`src/rtl/fnn_cfg_pkg.sv`:
```
// Shared definitions for the FNN configuration path: loader state encoding,
// header field positions and the default network dimensions used by the weight memories.
package fnn_cfg_pkg;

   typedef enum logic [1:0] {
      IDLE,
      LOAD,
      DRAIN,
      DONE
   } cfg_state_t;

   localparam int cfg_width      = 32;
   localparam int hdr_layer_msb  = 31;
   localparam int hdr_layer_lsb  = 28;
   localparam int hdr_neuron_msb = 27;
   localparam int hdr_neuron_lsb = 20;
   localparam int hdr_count_msb  = 19;
   localparam int hdr_count_lsb  = 0;

   localparam int def_num_layers  = 4;
   localparam int def_max_neurons = 32;
   localparam int def_num_weight  = 30;
   localparam int def_data_width  = 16;

endpackage

```
`src/rtl/weight_loader_if.sv`:
```
// Bundles the host configuration stream and the weight-memory write port.
// The loader is the slave; the host/memory side is the master.
interface weight_loader_if
   import fnn_cfg_pkg::*;
#(
   parameter int numLayers  = def_num_layers,
   parameter int maxNeurons = def_max_neurons,
   parameter int numWeight  = def_num_weight,
   parameter int dataWidth  = def_data_width
);

   localparam int addressWidth = $clog2(numWeight);
   localparam int layerWidth   = $clog2(numLayers);
   localparam int neuronWidth  = $clog2(maxNeurons);

   logic                    cfg_valid;
   logic                    cfg_ready;
   logic [cfg_width-1:0]    cfg_data;
   logic                    cfg_last;
   logic                    wen;
   logic [layerWidth-1:0]   wlayer;
   logic [neuronWidth-1:0]  wneuron;
   logic [addressWidth-1:0] wadd;
   logic [dataWidth-1:0]    win;
   logic                    load_done;
   logic                    load_err;

   modport master (
      output cfg_valid, cfg_data, cfg_last,
      input  cfg_ready, wen, wlayer, wneuron, wadd, win, load_done, load_err
   );

   modport slave (
      input  cfg_valid, cfg_data, cfg_last,
      output cfg_ready, wen, wlayer, wneuron, wadd, win, load_done, load_err
   );

endinterface

```
`src/rtl/weight_loader.sv`:
```
// Turns a header + weight-beat configuration stream into single-cycle writes
// into the per-neuron weight memories, flagging malformed packets.
module weight_loader
   import fnn_cfg_pkg::*;
#(
   parameter int numLayers    = def_num_layers,
   parameter int maxNeurons   = def_max_neurons,
   parameter int numWeight    = def_num_weight,
   parameter int dataWidth    = def_data_width,
   parameter int addressWidth = $clog2(numWeight),
   parameter int layerWidth   = $clog2(numLayers),
   parameter int neuronWidth  = $clog2(maxNeurons)
) (
   input logic            clk,
   input logic            rst_n,
   weight_loader_if.slave bus
);

   // Wide enough to hold numWeight itself, not just the last address.
   localparam int countWidth = $clog2(numWeight + 1);

   cfg_state_t              state, state_next;
   logic                    ready_q, ready_next;
   logic                    wen_q, wen_next;
   logic [layerWidth-1:0]   layer_q, layer_next;
   logic [neuronWidth-1:0]  neuron_q, neuron_next;
   logic [addressWidth-1:0] wadd_q, wadd_next;
   logic [dataWidth-1:0]    win_q, win_next;
   logic                    done_q, done_next;
   logic                    err_q, err_next;
   logic [countWidth-1:0]   count_q, count_next;
   logic [countWidth-1:0]   index_q, index_next;

   logic                                   accept;
   logic [hdr_layer_msb-hdr_layer_lsb:0]   hdr_layer;
   logic [hdr_neuron_msb-hdr_neuron_lsb:0] hdr_neuron;
   logic [hdr_count_msb-hdr_count_lsb:0]   hdr_count;
   logic                                   hdr_ok;
   logic                                   final_beat;

   assign accept     = bus.cfg_valid & ready_q;
   assign hdr_layer  = bus.cfg_data[hdr_layer_msb:hdr_layer_lsb];
   assign hdr_neuron = bus.cfg_data[hdr_neuron_msb:hdr_neuron_lsb];
   assign hdr_count  = bus.cfg_data[hdr_count_msb:hdr_count_lsb];
   assign hdr_ok     = (hdr_count != '0) &&
                       (32'(hdr_count) <= numWeight) &&
                       (32'(hdr_layer) < numLayers) &&
                       (32'(hdr_neuron) < maxNeurons);
   assign final_beat = (index_q + 1'b1) == count_q;

   always_comb begin
      state_next  = state;
      wen_next    = 1'b0;
      done_next   = 1'b0;
      err_next    = err_q;
      layer_next  = layer_q;
      neuron_next = neuron_q;
      wadd_next   = wadd_q;
      win_next    = win_q;
      count_next  = count_q;
      index_next  = index_q;

      case (state)
         IDLE: begin
            if (accept) begin
               err_next = 1'b0;
               if (hdr_ok) begin
                  layer_next  = hdr_layer[layerWidth-1:0];
                  neuron_next = hdr_neuron[neuronWidth-1:0];
                  count_next  = hdr_count[countWidth-1:0];
                  index_next  = '0;
                  state_next  = LOAD;
               end else begin
                  err_next   = 1'b1;
                  state_next = bus.cfg_last ? IDLE : DRAIN;
               end
            end
         end
         LOAD: begin
            // Every accepted beat is written, even when it ends the packet badly.
            if (accept) begin
               wen_next   = 1'b1;
               wadd_next  = index_q[addressWidth-1:0];
               win_next   = bus.cfg_data[dataWidth-1:0];
               index_next = index_q + 1'b1;
               if (final_beat) begin
                  if (bus.cfg_last) begin
                     done_next  = 1'b1;
                     state_next = DONE;
                  end else begin
                     err_next   = 1'b1;
                     state_next = DRAIN;
                  end
               end else if (bus.cfg_last) begin
                  err_next   = 1'b1;
                  state_next = IDLE;
               end
            end
         end
         DRAIN: begin
            if (accept && bus.cfg_last) begin
               state_next = IDLE;
            end
         end
         DONE: begin
            state_next = IDLE;
         end
         default: begin
            state_next = IDLE;
         end
      endcase

      ready_next = (state_next != DONE);
   end

   // All outputs are registered so the memories see clean, glitch-free strobes.
   always_ff @(posedge clk or negedge rst_n) begin
      if (!rst_n) begin
         state    <= IDLE;
         ready_q  <= 1'b0;
         wen_q    <= 1'b0;
         layer_q  <= '0;
         neuron_q <= '0;
         wadd_q   <= '0;
         win_q    <= '0;
         done_q   <= 1'b0;
         err_q    <= 1'b0;
         count_q  <= '0;
         index_q  <= '0;
      end else begin
         state    <= state_next;
         ready_q  <= ready_next;
         wen_q    <= wen_next;
         layer_q  <= layer_next;
         neuron_q <= neuron_next;
         wadd_q   <= wadd_next;
         win_q    <= win_next;
         done_q   <= done_next;
         err_q    <= err_next;
         count_q  <= count_next;
         index_q  <= index_next;
      end
   end

   assign bus.cfg_ready = ready_q;
   assign bus.wen       = wen_q;
   assign bus.wlayer    = layer_q;
   assign bus.wneuron   = neuron_q;
   assign bus.wadd      = wadd_q;
   assign bus.win       = win_q;
   assign bus.load_done = done_q;
   assign bus.load_err  = err_q;

endmodule

```
`src/flat_wrapper.sv`:
```
// flat-port wrapper written by rule: the top's interface ports become plain ports
module weight_loader_flat import fnn_cfg_pkg::*;
#(
   parameter int numLayers    = def_num_layers,
   parameter int maxNeurons   = def_max_neurons,
   parameter int numWeight    = def_num_weight,
   parameter int dataWidth    = def_data_width,
   parameter int addressWidth = $clog2(numWeight),
   parameter int layerWidth   = $clog2(numLayers),
   parameter int neuronWidth  = $clog2(maxNeurons)
)
  (clk, rst_n, bus_cfg_valid, bus_cfg_data, bus_cfg_last, bus_cfg_ready, bus_wen, bus_wlayer, bus_wneuron, bus_wadd, bus_win, bus_load_done, bus_load_err);
  weight_loader_if #(.numLayers(numLayers), .maxNeurons(maxNeurons), .numWeight(numWeight), .dataWidth(dataWidth)) bus_i ();
  input logic clk;
  input logic rst_n;
  input wire logic [$bits(bus_i.cfg_valid)-1:0] bus_cfg_valid;
  input wire logic [$bits(bus_i.cfg_data)-1:0] bus_cfg_data;
  input wire logic [$bits(bus_i.cfg_last)-1:0] bus_cfg_last;
  output wire logic [$bits(bus_i.cfg_ready)-1:0] bus_cfg_ready;
  output wire logic [$bits(bus_i.wen)-1:0] bus_wen;
  output wire logic [$bits(bus_i.wlayer)-1:0] bus_wlayer;
  output wire logic [$bits(bus_i.wneuron)-1:0] bus_wneuron;
  output wire logic [$bits(bus_i.wadd)-1:0] bus_wadd;
  output wire logic [$bits(bus_i.win)-1:0] bus_win;
  output wire logic [$bits(bus_i.load_done)-1:0] bus_load_done;
  output wire logic [$bits(bus_i.load_err)-1:0] bus_load_err;
  assign bus_i.cfg_valid = bus_cfg_valid;
  assign bus_i.cfg_data = bus_cfg_data;
  assign bus_i.cfg_last = bus_cfg_last;
  assign bus_cfg_ready = bus_i.cfg_ready;
  assign bus_wen = bus_i.wen;
  assign bus_wlayer = bus_i.wlayer;
  assign bus_wneuron = bus_i.wneuron;
  assign bus_wadd = bus_i.wadd;
  assign bus_win = bus_i.win;
  assign bus_load_done = bus_i.load_done;
  assign bus_load_err = bus_i.load_err;
  weight_loader #(.numLayers(numLayers), .maxNeurons(maxNeurons), .numWeight(numWeight), .dataWidth(dataWidth), .addressWidth(addressWidth), .layerWidth(layerWidth), .neuronWidth(neuronWidth)) u_core (.clk(clk), .rst_n(rst_n), .bus(bus_i));
endmodule
```
`config.mk`:
```
export PLATFORM = sky130hd
export DESIGN_NAME = weight_loader_flat
export DESIGN_NICKNAME = d
export VERILOG_FILES = /design/src/rtl/fnn_cfg_pkg.sv /design/src/rtl/weight_loader_if.sv /design/src/rtl/weight_loader.sv /design/src/flat_wrapper.sv
export SDC_FILE = /design/constraint.sdc
export NUM_CORES = 1
export LEC_CHECK = 0
export CAP_MARGIN = 10
export CORE_MARGIN = 1
export CORE_UTILIZATION = 47
export CTS_BUF_LIST = sky130_fd_sc_hd__clkbuf_4
export DETAILED_ROUTE_END_ITERATION = 8
export GPL_ROUTABILITY_DRIVEN = 1
export HOLD_SLACK_MARGIN = 0.06
export PLACE_DENSITY = 0.83
export SETUP_SLACK_MARGIN = 0.1
export SLEW_MARGIN = 20
export SYNTH_ARGS = -nofsm -noshare
export SYNTH_HDL_FRONTEND = slang
export SYNTH_SLANG_ARGS = --single-unit
```
`constraint.sdc`:
```
create_clock -name clk -period 2.7 [get_ports clk]
set_input_delay 0.54 -clock clk [delete_from_list [all_inputs] [get_ports clk]]
set_output_delay 0.54 -clock clk [all_outputs]
set_load 0.005 [all_outputs]
```
==> impl_metrics.yaml, run 1 <==
pwr:
  power.leakage_nw: 1.22
  power.density_nw_per_um2: 554
  peakVddDrop_mv: 0.485
  p_total_mw: 1.52
yosys:
  syn_nets: 182
  yosysSeqAreaShare_pct: 55.8
  synthXorXnorAreaFrac_pct: 2.66
  synth_edf_count: 0
  async_reset_ff_share_pct: 100
  synth_seq_cells: 44
  syn_inst: 145
  synth.distinct_cells: 38
  synth_top_area_share_pct: 55.8
  syn-cell-area_sq_um: 1970
  synth_top_family_by_area: "multiplexers"
  yosysWarnings: 0
  yosysTopAreaCell: "dfrtp_1"
  synth-simple-area-share_pct: 11.2
  yosys-top-cells-area: "dfrtp_1 56%, mux2_2 13%, mux2_4 7.6%, nor4_2 1.9%, xnor2_1 1.8%"
  yosys.area_share.adder_pct: 0.635
  synth_compound_area_share_pct: 6.03
  yosys_most_used_dff: "dfrtp_1"
  syn_avg_cell_area_sq_um: 13.6
  synth_mux_area_share_pct: 21.3
detailed_routing:
  drt-total-wl_mm: 4.15
  num_vias: 1434
  ant_nets: 0
  drt_iter0_markers: 54
  drt-vias-per-instance: 5.39
  drc_errors: 0
  drt_pass1_iterations: 4
  routedWlPerCell_um: 15.6
clock_network:
  clockBufferDepth: 2
  cts_sinks: 44
  postCtsHoldBufs: 0
  path_clk_slew_ns: 0.12
  clk_latency_ns: 0.35
  h-tree-depth: 2
  postCtsSetupBuffers: 0
  cts_resized: 0
  cts_buffers: 5
  cts_root_buf: "clkbuf_4"
  cts_tree: "done"
critical_path:
  worstPathRequired_ns: 2.95
  slowest_stage: "clkdlybuf4s50_1"
  critPathBufInv: 2
  crit_path_end_kind: "flop"
  critPathMaxStageDelay_ns: 0.41
  crit_chain: "clkdlybuf4s50_1 > nor4_1 > nand3_1 > nor4_1 > nand2_1 > buf_12 > mux2_4"
  worstPathMaxFanout: 12
  reg2reg_depth: 6
  crit_top_cell: "nor4_1"
  cp.arrival_ns: 2.39
  cp.depth: 7
  critPathLaunchType: "input pin"
  crit_type: "input pin to flop"
  crit_family: "simple AND/OR/NAND/NOR gates"
final_layout:
  instances_no_fill: 266
  n_antenna_cell: 0
  area_growth_pct: 39.1
  final_common_cell: "clkdlybuf4s50_1"
  final_cell_mix: "66 x clkdlybuf4s50_1, 44 x dfrtp_1, 23 x mux2_2, 10 x mux2_4, 7 x nand2_1"
  fillers: 272
  nets: 253
  final_core_utilization_pct: 68.6
  drive_gt1_share_pct: 22.7
global_routing:
  grt_max_degree: 45
  grt_overflow: 0
  grt_pass1_vias: 1518
  grt_pass1_wl_mm: 7.01
  antenna_found_initial: 0
  grt_usage_pct: 21.2
timing:
  slew_viol_final: 0
  period_share_pct: 79.3
  rsz0062_at_grt: "no"
  post-route-min-period_ns: 2.14
  worst_pin_slew_ns: 0.938
  relSlewSlack_pct: 37.5
  fin_skew_ns: 0.00489
  hold_viol_final: 0
  layout_setup_ws_ns: 0.560
  setup_violations: 0
  max_freq_mhz: 467
  tns_ns: 0
floorplan:
  die_h_um: 66.8
  ioPinCount: 68
  rows: 23
  initial_core_util_pct: 49.3
  die_w_um: 66.8
  core-area_sq_um: 4000
  die_area_sq_um: 4460
placed_design:
  placedCellCount: 259
  place_ws_ns: 0.185
  io_buffers: 67
  dp_hpwl_mm: 3.11
  routabilityCongestion: 0.760
run_status:
  status: "finished clean"
run:
  maxCapViolations: 0
worst_hold_path:
  hp-class: "input pin to async pin"
final timing paths:
check | endpoint | slack [ns] | start
max | u_core.bus.wneuron[1]$_DFFE_PN0P_ | 0.56 | bus_cfg_data[30]
min | u_core.bus.cfg_ready$_DFF_PN0_ | 0.31 | rst_n
max reg2reg | u_core.bus.load_err$_DFFE_PN0P_ | 0.72 | u_core.index_q[0]$_DFFE_PN0P_
min reg2reg | u_core.bus.wlayer[1]$_DFFE_PN0P_ | 0.52 | u_core.bus.wlayer[1]$_DFFE_PN0P_
max in group asynchronous | u_core.bus.wneuron[1]$_DFFE_PN0P_ | 1.80 | rst_n
min in group clk | u_core.bus.wlayer[1]$_DFFE_PN0P_ | 0.52 | u_core.bus.wlayer[1]$_DFFE_PN0P_
kinds of logic after synthesis:
kind of cell | after synthesis
AO/OA/AOI/OAI | 14
XOR/XNOR | 6
adder cells (fa/ha/maj) | 1
buffers and inverters | 8
flip-flops | 44
multiplexers | 34
AND/OR/NAND/NOR | 38
worst reg2reg max path, stage by stage, from the launching register on:
cell and delay, ns:
dfrtp_1 0.46, ha_1 0.36, xor2_1 0.17, a211oi_1 0.25
o311ai_2 0.18, xnor2_1 0.17, o311a_1 0.29
flip-flops by register name, summed over array words and instances (netlist names):
name and count:
u_core.bus.win 16, u_core.bus.wadd 5, u_core.bus.wneuron 5, u_core.count_q 5
u_core.index_q 5, u_core.bus.wlayer 2, u_core.state 2, u_core.bus.cfg_ready 1
u_core.bus.load_done 1, u_core.bus.load_err 1, u_core.bus.wen 1
synthesized netlist by cell type, types with 2 or more instances:
cell type and count:
nand2_1 7, nor3_1 3, mux2_2 23, mux2_4 10, nor4_1 5, xor2_1 2, buf_6 2, nor2b_1 2
a21oi_1 2, nor4_2 3, nor2_1 6, nand3_1 4, xnor2_1 4, dfrtp_1 44, inv_1 3, o2bb2ai_1 3
metrics by stage:
stage | hold slack [ns] | cell area [sq um]
2_1_floorplan | 0.244 | 1970
3_3_place_gp | 0.486 | 2690
3_5_place_dp | 0.493 | 2690
4_1_cts | 0.332 | 2740
5_1_grt | 0.375 | 2740
6_report | 0.308 | 2740
report_power, final:
group	internal (mW)	switching (mW)	total, mW
logic	0.271	0.132	0.403
registers	0.746	0.0602	0.806
clock network	0.106	0.202	0.309
layer usage:
layer / track usage (%) / share of wire (%) / vias up
met5: 0 / 0 / -
met4: 7.45 / 1.2 / 0
met3: 6.68 / 5.7 / 6
met2: 34.2 / 51 / 38
met1: 26.7 / 42 / 713
li1: - / - / 677
area by class of cell:
type	instances	area [sq um]	area share (%)
clock buffer	6	45.0	1.64
tap	50	62.6	2.28
clock inverter	1	5.00	0.182
sequential	44	1100	40.1
inverter	3	11.3	0.411
timing repair buffer	69	693	25.3
multi-input combinational	93	825	30.1
Power figures use the tool's default switching activity.
==> run 2: changes to the inputs <==
Clock period 2.7 ns to 2.2 ns, I/O delays scaled along.
==> impl_metrics.yaml, run 2 (synthesis gave the netlist of run 1 again) <==
timing:
  period_share_pct: 91.4
  whs_ns: 0.126
  relSlewSlack_pct: 49.8
  fin_skew_ns: 0.0146
  rsz0062_at_grt: "no"
  hold_viol_final: 0
  max_freq_mhz: 498
  tns_ns: 0
  worst_pin_slew_ns: 0.753
  slew_viol_final: 0
  setup_violations: 0
  layout_setup_ws_ns: 0.190
  post-route-min-period_ns: 2.01
clock_network:
  postCtsSetupBuffers: 0
  h-tree-depth: 2
  postCtsHoldBufs: 0
  clk_latency_ns: 0.36
  cts_buffers: 5
  path_clk_slew_ns: 0.13
  cts_sinks: 44
  cts_tree: "done"
  cts_resized: 0
  cts_root_buf: "clkbuf_4"
  clockBufferDepth: 2
detailed_routing:
  routedWlPerCell_um: 16.4
  drt-total-wl_mm: 4.53
  drc_errors: 0
  drt_iter0_markers: 100
  drt_pass1_iterations: 4
  ant_nets: 0
  num_vias: 1474
  drt-vias-per-instance: 5.32
floorplan:
  rows: 23
  ioPinCount: 68
  die_w_um: 66.8
  core-area_sq_um: 4000
  initial_core_util_pct: 49.3
  die_h_um: 66.8
  die_area_sq_um: 4460
placed_design:
  postPlaceCellArea_sq_um: 2780
  place_ws_ns: -0.136
  dp_hpwl_mm: 3.48
  placedCellCount: 269
  routabilityCongestion: 0.759
  io_buffers: 67
global_routing:
  grt_overflow: 0
  grt_max_degree: 36
  grt_pass1_wl_mm: 7.47
  grt_pass1_vias: 1535
  grt_usage_pct: 23.4
  antenna_found_initial: 0
worst_hold_path:
  hp-class: "input pin to async pin"
final_layout:
  area_growth_pct: 45.1
  final_cell_mix: "66 x clkdlybuf4s50_1, 44 x dfrtp_1, 23 x mux2_2, 10 x mux2_4, 10 x buf_4"
  largest_reg_flops: 16
  n_antenna_cell: 0
  drive_gt1_share_pct: 26.4
  final_common_cell: "clkdlybuf4s50_1"
  final_core_utilization_pct: 71.5
  finalInstanceArea_sq_um: 2860
  instances_no_fill: 277
  nets: 263
critical_path:
  cp.arrival_ns: 2.27
  crit_type: "flop to flop"
  crit_path_end_kind: "flop"
  worstPathMaxFanout: 5
  reg2reg_depth: 6
  critPathLaunchType: "flop"
  worstPathRequired_ns: 2.46
run_status:
  status: "finished clean"
pwr:
  p_total_mw: 2.02
  power.density_nw_per_um2: 706
  power.leakage_nw: 1.29
  peakVddDrop_mv: 0.462
run:
  maxCapViolations: 0
-- run 2: layout make-up --
| type | instances | area, sq um |
|---|---|---|
| Fill cell | 264 | 1140 |
| Clock inverter | 2 | 35.0 |
| Timing Repair Buffer | 79 | 781 |
| Multi-Input combinational cell | 93 | 825 |
| Clock buffer | 6 | 45.0 |
| Inverter | 3 | 11.3 |
| Tap cell | 50 | 62.6 |
| Sequential cell | 44 | 1100 |
-- run 2: worst max-delay path, cell delays in order, from the launching register on --
cell and delay (ns):
dfrtp_1 0.46, ha_1 0.35, xor2_1 0.17, a211oi_1 0.25, o311ai_2 0.18, xnor2_1 0.18, o311a_1 0.31
-- run 2: power by group --
part	internal, mW	total (mW)	leakage (nW)	switching, mW
clock network	0.251	0.516	0.0456	0.265
registers	0.916	0.992	0.578	0.0761
logic	0.342	0.512	0.664	0.170
total	1.51	2.02	1.29	0.512
-- run 2: layer usage --
| layer | part of all wire, % | vias up | track usage [%] |
|---|---|---|---|
| met5 | 0 | - | 0 |
| met4 | 2.5 | 0 | 12.0 |
| met3 | 5.2 | 9 | 6.51 |
| met2 | 51 | 50 | 37.9 |
| met1 | 41 | 725 | 28.3 |
| li1 | - | 690 | - |
-- run 2: path summary, 6_finish.rpt --
check                                               from  slack [ns]                              end
max                        u_core.index_q[0]$_DFFE_PN0P_        0.19  u_core.bus.load_err$_DFFE_PN0P_
max reg2reg                u_core.index_q[0]$_DFFE_PN0P_        0.19  u_core.bus.load_err$_DFFE_PN0P_
min                                                rst_n        0.13   u_core.bus.load_done$_DFF_PN0_
min in group clk           u_core.bus.win[5]$_DFFE_PN0P_        0.52    u_core.bus.win[5]$_DFFE_PN0P_
min reg2reg                u_core.bus.win[5]$_DFFE_PN0P_        0.52    u_core.bus.win[5]$_DFFE_PN0P_
max in group asynchronous                          rst_n        1.42    u_core.bus.win[7]$_DFFE_PN0P_
